<file path="src/rtl/pipe_stage_buf.sv">
// pipe_stage_buf: elastic pipeline stage with a 2-entry skid buffer (main + skid).
// Stall freezes the stage; flush squashes held entries and counts them.
// All state updates on the falling edge of clk.
module pipe_stage_buf #(
  parameter int                DATA_W     = 64,
  parameter logic [DATA_W-1:0] FLUSH_DATA = '0,
  parameter int                CNT_W      = 8
) (
  input  logic              clk,
  input  logic              rst,
  input  logic              stall,
  input  logic              flush,
  input  logic              in_valid,
  input  logic [DATA_W-1:0] in_data,
  output logic              in_ready,
  output logic              out_valid,
  output logic [DATA_W-1:0] out_data,
  input  logic              out_ready,
  output logic [1:0]        occupancy,
  output logic [CNT_W-1:0]  squash_cnt
);

  logic              main_v, skid_v;
  logic [DATA_W-1:0] main_d, skid_d;
  logic              in_fire, out_fire;
  logic [CNT_W:0]    cnt_sum;

  // Handshake qualification; stall and flush block both sides.
  always_comb begin
    in_ready  = !skid_v && !stall && !flush;
    in_fire   = in_valid && in_ready;
    out_fire  = main_v && out_ready && !stall && !flush;
    occupancy = {1'b0, main_v} + {1'b0, skid_v};
    cnt_sum   = {1'b0, squash_cnt} + (CNT_W+1)'(main_v) + (CNT_W+1)'(skid_v);
  end

  assign out_valid = main_v;
  assign out_data  = main_d;

  // Entry state: flush squashes, stall holds, otherwise FIFO main/skid movement.
  always_ff @(negedge clk or posedge rst) begin
    if (rst) begin
      main_v <= 1'b0;
      skid_v <= 1'b0;
      main_d <= FLUSH_DATA;
      skid_d <= FLUSH_DATA;
    end else if (flush) begin
      main_v <= 1'b0;
      skid_v <= 1'b0;
      main_d <= FLUSH_DATA;
      skid_d <= FLUSH_DATA;
    end else if (!stall) begin
      if (skid_v) begin
        // Full: only drain; skid slides into main.
        if (out_fire) begin
          main_d <= skid_d;
          skid_v <= 1'b0;
        end
      end else if (main_v) begin
        if (out_fire && in_fire) begin
          main_d <= in_data;
        end else if (out_fire) begin
          main_v <= 1'b0;
        end else if (in_fire) begin
          skid_d <= in_data;
          skid_v <= 1'b1;
        end
      end else if (in_fire) begin
        main_d <= in_data;
        main_v <= 1'b1;
      end
    end
  end

  // Saturating count of valid entries discarded by flush.
  always_ff @(negedge clk or posedge rst) begin
    if (rst) begin
      squash_cnt <= '0;
    end else if (flush) begin
      if (cnt_sum[CNT_W]) squash_cnt <= '1;
      else                squash_cnt <= cnt_sum[CNT_W-1:0];
    end
  end

endmodule

</file>
<file path="config.mk">
export PLATFORM = sky130hd
export DESIGN_NAME = pipe_stage_buf
export DESIGN_NICKNAME = d
export VERILOG_FILES = /design/src/rtl/pipe_stage_buf.sv
export SDC_FILE = /design/constraint.sdc
export NUM_CORES = 1
export LEC_CHECK = 0
export CELL_PAD_IN_SITES_DETAIL_PLACEMENT = 1
export CELL_PAD_IN_SITES_GLOBAL_PLACEMENT = 1
export CORE_ASPECT_RATIO = 0.6
export CORE_MARGIN = 2
export CORE_UTILIZATION = 33
export CTS_BUF_LIST = sky130_fd_sc_hd__clkbuf_8
export CTS_CLUSTER_SIZE = 25
export DETAILED_ROUTE_END_ITERATION = 10
export PLACE_DENSITY_LB_ADDON = 0.1
export SKIP_CTS_REPAIR_TIMING = 1
export SLEW_MARGIN = 20
export SYNTH_ARGS = -nofsm -noshare
export SYNTH_HDL_FRONTEND = slang
export SYNTH_SLANG_ARGS = --single-unit
</file>
<file path="constraint.sdc">
create_clock -name clk -period 4.8 [get_ports clk]
set_input_delay 0.96 -clock clk [delete_from_list [all_inputs] [get_ports clk]]
set_output_delay 0.96 -clock clk [all_outputs]
set_load 0.02 [all_outputs]
</file>
# Yosys cells after proc, flatten, opt, wreduce, memory -nomap -nowiden
# Cells that the tools add are included.
[totals]
wordCells = 57
input_bits = 70
ff_bits = 138
out_inout_bits = 76
[classes]
n_mux = 27
n_reduce_logical = 16
add_sub_neg = 3
n_eq_ne = 6
[ops]
columns = ["operator", "count"]
rows = [
  ["$mux 64", 13],
  ["$mux 1", 13],
  ["$add 8x1->9", 1],
  ["$add 9x1->9", 1],
  ["$mux 8", 1],
  ["$logic_and 1x1->1", 7],
  ["$ne 2x2->1 const B", 3],
  ["$reduce_and 6->1", 1],
  ["$ne 4x2->1 const B", 1],
  ["$reduce_and 4->1", 1],
  ["$reduce_bool 2->1", 2],
  ["$reduce_bool 4->1", 1],
  ["$logic_not 1->1", 3],
  ["$ne 3x2->1 const B", 1],
  ["$add 1x1->2", 1],
  ["$ne 2x1->1 const B", 1],
  ["$reduce_and 2->1", 1],
]

# Longest topological paths before layout
# Gate-level depths: netlist of the first run.
[depth]
ltp_word = 11
ltp_mapped = 6

==> impl_metrics.py, run 1 <==
metrics = {
    "drt": {
        "top_layer_used": "met5",
        "ant_nets": 0,
        "wl_um": 24140,
        "num_vias": 6207,
        "wl_met2_um": 11480,
        "routedWlPerCell_um": 21.25,
        "firstDrtPassIters": 4,
        "wl_met3_um": 904,
        "drc_errors": 0,
        "dr.first_iter.drc_count": 297,
        "wl_met1_um": 11440,
        "viasPerCell": 5.464,
    },
    "sta": {
        "slew_viol_final": 0,
        "tightest_slew_ns": 0.8896,
        "relSlewSlack_pct": 40.70,
        "setup_viol": 0,
        "clock_skew_ns": 0.009937,
        "whs_ns": 0.4720,
        "hold_viol": 0,
    },
    "clock_network": {
        "clock_tree.buffer_depth": 2,
        "htree_levels": 4,
        "clkLatencyLatePin_ns": 0.41,
        "clk_pin_slew_ns": 0.05,
        "clockRootBuffer": "clkbuf_8",
        "cts_tree": "built",
        "cts_sinks": 138,
        "cts_buffers": 17,
    },
    "logic_synthesis": {
        "synth_seq_area_share_pct": 47.10,
        "ys_seq_elements": 138,
        "synthTopCellsByArea": "dfrtn_1 47%, a211oi_2 10%, o211ai_1 6.6%, mux2_1 5.7%, nor4_1 5.5%",
        "synth_fp_nets": 789,
        "synthesis.area_um2": 7332,
        "ys_warn_count": 0,
        "synth_cell_type_count": 36,
        "syn_area_per_cell_um2": 10.24,
        "netlist_instances": 716,
        "async_flop_share_pct": 100.0,
        "ys.flop_type": "dfrtn_1",
        "yosysTopAreaCell": "dfrtn_1",
        "synth_edf_count": 0,
        "netlist.area_leader.share_pct": 47.10,
        "synth.most_common_cell": "dfrtn_1",
        "ys_top_cells_by_count": "138 x dfrtn_1, 75 x nand2_1, 66 x inv_1",
    },
    "pwr": {
        "p_comb_share_pct": 21.8,
        "power_density_nw_per_um2": 281.0,
        "ir_worst_vdd_uv": 164.7,
        "p_int_mw": 1.927,
        "share_seq_of_total_power_pct": 46.6,
        "power.share.switching_pct": 30.09,
        "clkPwrFrac_pct": 31.6,
        "p_leak_nw": 5.267,
        "switchingPower_mw": 0.8293,
    },
    "final_layout": {
        "fin_nets": 913,
        "drive_gt1_share_pct": 19.29,
        "fin_util_pct": 44.76,
        "stdcell_area_um2": 9808,
        "n_antenna_cell": 0,
        "nFillCells": 2360,
        "area_delta_synth_final_pct": 33.77,
    },
    "placement": {
        "place_area_um2": 9273,
        "dp.final_hpwl_um": 15460,
        "globalplace.congestion": 0.7519,
        "port_buffers": 145,
    },
    "floorplanning": {
        "die_w_um": 196.4,
        "start_util_pct": 33.46,
        "num_rows": 42,
        "ios": 146,
        "die_h_um": 119.5,
        "dieArea_um2": 23470,
        "coreArea_um2": 21910,
    },
    "min_path": {
        "worstHoldPathType": "reg -> reg",
    },
    "grt": {
        "grt_pass1_wl_um": 39280,
        "grt_overflow": 0,
        "antenna_found_initial": 1,
        "grt.total_usage_pct": 21.67,
        "grt_pass1_vias": 7035,
        "grt_max_degree": 60,
    },
    "worst_setup_path": {
        "critPathRequiredTime_ns": 3.84,
        "critical_path.max_fanout": 5,
        "cp.arrival_ns": 3.80,
        "cp-start-kind": "flop",
        "critical_path_class": "reg -> out",
        "cp-end-kind": "output port",
    },
    "flow_run": {
        "cap_viol_max_count": 0,
    },
    "run_status": {
        "status": "completed",
    },
}
==> through the flow <==
stage	setup WS [ns]	total power [mW]	TNS (ns)	instances
6_report	0.04019	2.756	0	1136
5_1_grt	-0.0004188	2.900	-0.0004188	1136
4_1_cts	-0.3807	2.811	-4.272	1134
3_5_place_dp	-0.1948	1.924	-14.88	1105
3_3_place_gp	-0.1113	1.907	-8.668	1105
2_1_floorplan	-0.1704	1.619	-23.52	716
==> routing by layer <==
| layer | track usage, % | vias to the layer above |
|---|---|---|
| li1 | - | 2844 |
| met1 | 29.13 | 3218 |
| met2 | 34.73 | 120 |
| met3 | 5.381 | 23 |
| met4 | 6.108 | 2 |
| met5 | 0 | - |
==> layout make-up <==
type	instances	area (um^2)	area share, %
inverters	67	255.2	2.602
multi-input cells	432	3297	33.61
repair buffers	184	2107	21.48
well taps	286	357.8	3.648
flip-flops and latches	138	3453	35.21
clock inverters	9	62.56	0.6378
clock buffers	20	275.3	2.806
==> layout by cell type, fill, tap and decap left out, types with 2 or more instances in the layout <==
cell             instances
nand4_1                  2
a211oi_2                60
mux2i_1                  2
nor4_1                  64
buf_4                   25
clkdlybuf4s50_1         67
ha_1                     2
nor2_1                   3
clkbuf_8                20
nand2_1                 75
and3_1                   2
nand3_1                 64
a211oi_1                 4
a21oi_1                  4
mux2_2                  30
o21ai_1                  3
buf_12                  15
o211ai_1                64
inv_2                    2
nor3_1                   2
dfrtn_1                138
inv_1                   70
dlymetal6s2s_1          75
clkinv_2                 2
mux2_1                  37
==> worst paths after layout <==
path / slack (ns) / depth (start not counted) / startpoint / end
worst min register to register: 0.47 / 2 / skid_d[32] / skid_d[32]
worst max-delay path: 0.04 / 2 / skid_v / occupancy[0]
max in group asynchronous: 0.91 / 3 / rst / out_data[28]
min in group asynchronous: 3.23 / 2 / rst / out_data[23]
worst max register to register: 2.26 / 5 / skid_v / out_data[1]
worst min-delay path: 0.47 / 2 / skid_d[32] / skid_d[32]
==> kinds of logic (layout without fill, tap and decap cells) <==
family	after synthesis	count (layout)	synth area share (%)
AND/OR/NAND/NOR	219	219	15.00
buffers and inverters	146	280	8.379
AO/OA/AOI/OAI	139	139	18.09
flip-flops	138	138	47.10
multiplexers	70	70	10.70
adder cells (fa/ha/maj)	3	3	0.6143
XOR/XNOR	1	1	0.1195
==> flip-flops by register name, indices dropped and copies added (netlist names) <==
| name | flops |
|---|---|
| out_valid | 1 |
| squash_cnt | 8 |
| skid_d | 64 |
| skid_v | 1 |
| out_data | 64 |
==> power by group through the flow <==
| stage | Combinational, mW | Clock (mW) | Sequential [mW] |
|---|---|---|---|
| 6_report | 0.602 | 0.872 | 1.28 |
| 3_5_place_dp | 0.616 | 0 | 1.31 |
| 5_1_grt | 0.647 | 0.959 | 1.29 |
| 3_3_place_gp | 0.603 | 0 | 1.30 |
| 2_1_floorplan | 0.252 | 0 | 1.37 |
| 4_1_cts | 0.619 | 0.905 | 1.29 |
==> worst max-delay path: stages (launching register included) <==
cell and delay, ns:
dfrtn_1 0.56, ha_1 0.28, clkbuf_2 0.16
Note: power is estimated with default switching activity, not from simulation.
==> run 2, diff against run 1 <==
--- a/config.mk
+++ b/config.mk
@@ -10,7 +10,7 @@
 export CORE_ASPECT_RATIO = 0.6
 export CORE_MARGIN = 2
 export CORE_UTILIZATION = 33
-export CTS_BUF_LIST = sky130_fd_sc_hd__clkbuf_8
+export CTS_BUF_LIST = sky130_fd_sc_hd__clkbuf_4 sky130_fd_sc_hd__clkbuf_8 sky130_fd_sc_hd__clkbuf_16
 export CTS_CLUSTER_SIZE = 25
 export DETAILED_ROUTE_END_ITERATION = 10
 export PLACE_DENSITY_LB_ADDON = 0.1
==> impl_metrics.py, run 2 (synthesis results as in run 1) <==
metrics = {
    "run_status": {
        "status": "completed",
    },
    "worst_setup_path": {
        "crit_family": "buffers and inverters",
        "cp-start-kind": "flop",
        "crit_chain": "clkdlybuf4s50_1",
        "critical_path_class": "reg -> out",
        "critPathBufInv": 1,
        "crit_path_max_incr_delay_ns": 0.61,
        "critPathRequiredTime_ns": 3.84,
        "critical_path.max_fanout": 2,
        "cp.arrival_ns": 3.81,
        "cp-end-kind": "output port",
        "cp_slowest_cell": "clkdlybuf4s50_1",
    },
    "placement": {
        "port_buffers": 145,
        "pre_cts_slack_ns": -0.1948,
        "dp.final_hpwl_um": 15460,
        "globalplace.congestion": 0.7519,
    },
    "drt": {
        "viasPerCell": 5.470,
        "dr.first_iter.drc_count": 270,
        "num_vias": 6214,
        "ant_nets": 0,
        "firstDrtPassIters": 4,
        "routedWlPerCell_um": 21.26,
        "drc_errors": 0,
        "wl_um": 24150,
    },
    "floorplanning": {
        "die_w_um": 196.4,
        "dieArea_um2": 23470,
        "num_rows": 42,
        "ios": 146,
        "die_h_um": 119.5,
        "coreArea_um2": 21910,
        "start_util_pct": 33.46,
    },
    "clock_network": {
        "clk_pin_slew_ns": 0.04,
        "cts_buffers": 17,
        "htree_levels": 4,
        "cts_sinks": 138,
        "clockRootBuffer": "clkbuf_16",
        "clkLatencyLatePin_ns": 0.40,
        "cts_tree": "built",
        "clock_tree.buffer_depth": 2,
    },
    "final_layout": {
        "final_common_cell": "dfrtn_1",
        "mostFrequentLayoutCells": "138 x dfrtn_1, 75 x nand2_1, 72 x dlymetal6s2s_1, 70 x clkdlybuf4s50_1",
        "fin_nets": 913,
        "drive_gt1_share_pct": 20.00,
        "area_delta_synth_final_pct": 36.59,
        "n_antenna_cell": 0,
        "fin_util_pct": 45.70,
        "nFillCells": 2344,
    },
    "grt": {
        "grt_pass1_vias": 7059,
        "grt_max_degree": 60,
        "grt.total_usage_pct": 21.62,
        "grt_pass1_wl_um": 39390,
        "grt_overflow": 0,
        "antenna_found_initial": 1,
    },
    "sta": {
        "finalWorstSetupSlack_ns": 0.02829,
        "slew_viol_final": 0,
        "clock_skew_ns": 0.008601,
        "rsz0062_at_grt": "no",
        "relSlewSlack_pct": 40.28,
        "setup_viol": 0,
        "tightest_slew_ns": 0.8958,
        "hold_viol": 0,
    },
    "pwr": {
        "fin_total_pwr_mw": 3.156,
        "power_density_nw_per_um2": 315.1,
        "p_leak_nw": 5.303,
        "ir_worst_vdd_uv": 263.3,
    },
    "flow_run": {
        "cap_viol_max_count": 0,
    },
    "min_path": {
        "worstHoldPathType": "reg -> reg",
    },
}
==> run 2: cell types whose count changed in the layout (fill, tap and decap cells not counted), sizes merged <==
cell and change:
inv -6, dlymetal6s2s -3, clkdlybuf4s50 +3, clkbuf +6
==> run 2: layout make-up <==
type	instances	area, um^2	area share, %
timing repair buffer	184	2100	20.96
clock inverter	3	40.04	0.3998
tap	286	357.8	3.573
sequential	138	3453	34.48
multi-input combinational	432	3297	32.92
inverter	67	255.2	2.549
clock buffer	26	511.7	5.110
==> run 2: per-stage QoR <==
step / setup TNS (ns) / hold WS [ns] / instances / area (um^2)
final: 0 / 0.4712 / 1136 / 10010
after floorplan: -23.52 / 0.4459 / 716 / 7336
after global placement: -8.668 / 0.4574 / 1105 / 9273
after global routing: 0 / 0.4984 / 1136 / 10010
after detailed placement: -14.88 / 0.4727 / 1105 / 9273
after CTS: -2.661 / 0.4765 / 1134 / 9824
==> run 2: power breakdown <==
| group | internal, mW | leakage [nW] | switching, mW |
|---|---|---|---|
| registers | 1.24 | 1.88 | 0.0478 |
| clock network | 0.778 | 0.281 | 0.491 |
| logic | 0.263 | 3.15 | 0.338 |
| total | 2.28 | 5.30 | 0.877 |
==> run 2: final timing paths <==
check                            startpoint            to  slack, ns  depth (start not counted)
worst max-delay path            out_data[2]   out_data[2]       0.03                          1
worst min-delay path             skid_d[32]    skid_d[32]       0.47                          2
worst max register to register       skid_v   out_data[1]       2.25                          5
worst min register to register   skid_d[32]    skid_d[32]       0.47                          2
max in group asynchronous               rst    skid_d[18]       0.91                          3
min in group asynchronous               rst  out_data[26]       3.23                          2
==> run 2: routing by layer <==
metal	part of all wire, %	vias up	global-route usage, %
met4	1.2	2	6.155
met2	48	107	35.20
met5	0.066	-	0
li1	-	2841	-
met1	48	3240	29.17
met3	3.3	24	4.503
==> run 3, diff against run 2 <==
--- a/config.mk
+++ b/config.mk
@@ -10,7 +10,6 @@
 export CORE_ASPECT_RATIO = 0.6
 export CORE_MARGIN = 2
 export CORE_UTILIZATION = 33
-export CTS_BUF_LIST = sky130_fd_sc_hd__clkbuf_4 sky130_fd_sc_hd__clkbuf_8 sky130_fd_sc_hd__clkbuf_16
 export CTS_CLUSTER_SIZE = 25
 export DETAILED_ROUTE_END_ITERATION = 10
 export PLACE_DENSITY_LB_ADDON = 0.1
==> impl_metrics.py, run 3 (synthesis results as in run 1) <==
metrics = {
    "floorplanning": {
        "dieArea_um2": 23470,
        "num_rows": 42,
        "coreArea_um2": 21910,
        "start_util_pct": 33.46,
        "die_w_um": 196.4,
        "ios": 146,
        "die_h_um": 119.5,
    },
    "worst_setup_path": {
        "critical_path_class": "reg -> out",
        "critPathRequiredTime_ns": 3.84,
        "regToRegSetupSlack_ns": 2.25,
        "critical_path.max_fanout": 2,
        "critPathCapture": "out_data[2]",
        "rr_startpoint": "skid_v",
        "cp-start-kind": "flop",
        "cp_slowest_cell": "clkdlybuf4s50_1",
        "crit_path_max_incr_delay_ns": 0.61,
        "cp-end-kind": "output port",
        "critPathBufInv": 1,
        "setup.worst_path.start": "out_data[2]",
        "timing.rr.end": "out_data[1]",
        "crit_chain": "clkdlybuf4s50_1",
        "cp.arrival_ns": 3.81,
        "crit_cells": 1,
        "crit_family": "buffers and inverters",
        "r2r.worst_path.cells": 5,
    },
    "sta": {
        "clock_skew_ns": 0.009596,
        "final.setup.tns_ns": 0,
        "slew_viol_final": 0,
        "setup_viol": 0,
        "relSlewSlack_pct": 39.89,
        "tightest_slew_ns": 0.9017,
        "hold_viol": 0,
        "rsz0062_at_grt": "no",
    },
    "grt": {
        "grt.total_usage_pct": 21.57,
        "grt_pass1_vias": 7069,
        "grt_pass1_wl_um": 39320,
        "antenna_found_initial": 1,
        "grt_max_degree": 60,
        "grt_overflow": 0,
    },
    "drt": {
        "num_vias": 6193,
        "firstDrtPassIters": 4,
        "drc_errors": 0,
        "dr.first_iter.drc_count": 291,
        "viasPerCell": 5.452,
        "wl_um": 24140,
        "routedWlPerCell_um": 21.25,
        "ant_nets": 0,
    },
    "final_layout": {
        "n_antenna_cell": 0,
        "multiInputGateArea_um2": 3297,
        "mostFrequentLayoutCells": "138 x dfrtn_1, 75 x nand2_1, 72 x dlymetal6s2s_1, 70 x clkdlybuf4s50_1",
        "stdcell_count": 1136,
        "fin_nets": 913,
        "nFillCells": 2347,
        "final-seq-area_um2": 3453,
        "drive_gt1_share_pct": 19.29,
        "area_delta_synth_final_pct": 36.28,
        "stdcell_area_um2": 9992,
        "final_common_cell": "dfrtn_1",
    },
    "clock_network": {
        "cts_sinks": 138,
        "cts_tree": "built",
        "clk_pin_slew_ns": 0.04,
        "clock_tree.buffer_depth": 2,
        "clkLatencyLatePin_ns": 0.39,
        "clockRootBuffer": "clkbuf_16",
        "cts_buffers": 17,
        "htree_levels": 4,
    },
    "pwr": {
        "ir_worst_vdd_uv": 260.3,
        "fin_total_pwr_mw": 3.115,
        "p_leak_nw": 5.282,
        "power_density_nw_per_um2": 311.8,
    },
    "placement": {
        "globalplace.congestion": 0.7519,
        "dpl.cell_count": 1105,
        "port_buffers": 145,
        "dp.final_hpwl_um": 15460,
        "place_area_um2": 9273,
    },
    "run_status": {
        "status": "completed",
    },
    "min_path": {
        "worstHoldPathType": "reg -> reg",
    },
    "flow_run": {
        "cap_viol_max_count": 0,
    },
}
-- run 3: stage by stage --
step                      hold WS [ns]  setup slack (ns)  util [%]
after floorplan                 0.4459           -0.1704         -
after global placement          0.4574           -0.1113     42.31
after detailed placement        0.4727           -0.1948     42.31
after CTS                       0.4765           -0.3622     44.73
after global routing            0.4984          0.001818     45.60
final                           0.4711           0.02980     45.60
-- run 3: area by class of cell --
cell class                      count  area share [%]
Clock buffer                       26           4.896
Tap cell                          286           3.581
Sequential cell                   138           34.56
Inverter                           67           2.554
Multi-Input combinational cell    432           33.00
Timing Repair Buffer              184           21.01
Clock inverter                      3          0.4007
-- run 3: where the power goes --
group          leakage, nW  switching [mW]  internal (mW)
sequential            1.88          0.0479           1.24
combinational         3.15           0.338          0.263
clock                0.260           0.484          0.744
total                 5.28           0.870           2.24
-- run 3: worst min path at each step --
stage                        from  cells after the start  slack (ns)       endpoint
global placement    squash_cnt[4]                      2        0.46  squash_cnt[4]
CTS                    skid_d[31]                      2        0.48     skid_d[31]
finish                 skid_d[32]                      2        0.47     skid_d[32]
detailed placement     skid_d[31]                      2        0.47     skid_d[31]
global route           skid_d[49]                      2        0.50     skid_d[49]
floorplan              skid_d[63]                      2        0.45     skid_d[63]
-- run 3: tightest hold or removal path: stages, from the launching register on --
cell and delay, ns:
dfrtn_1 0.40, o211ai_1 0.09, nand2_1 0.06
-- run 3: metal layers --
layer | up-vias | wire, um | global-route usage, %
met5 | - | 16 | 0
met4 | 2 | 268 | 5.492
met3 | 21 | 891 | 4.871
met2 | 112 | 11590 | 35.31
met1 | 3215 | 11370 | 28.96
li1 | 2843 | - | -
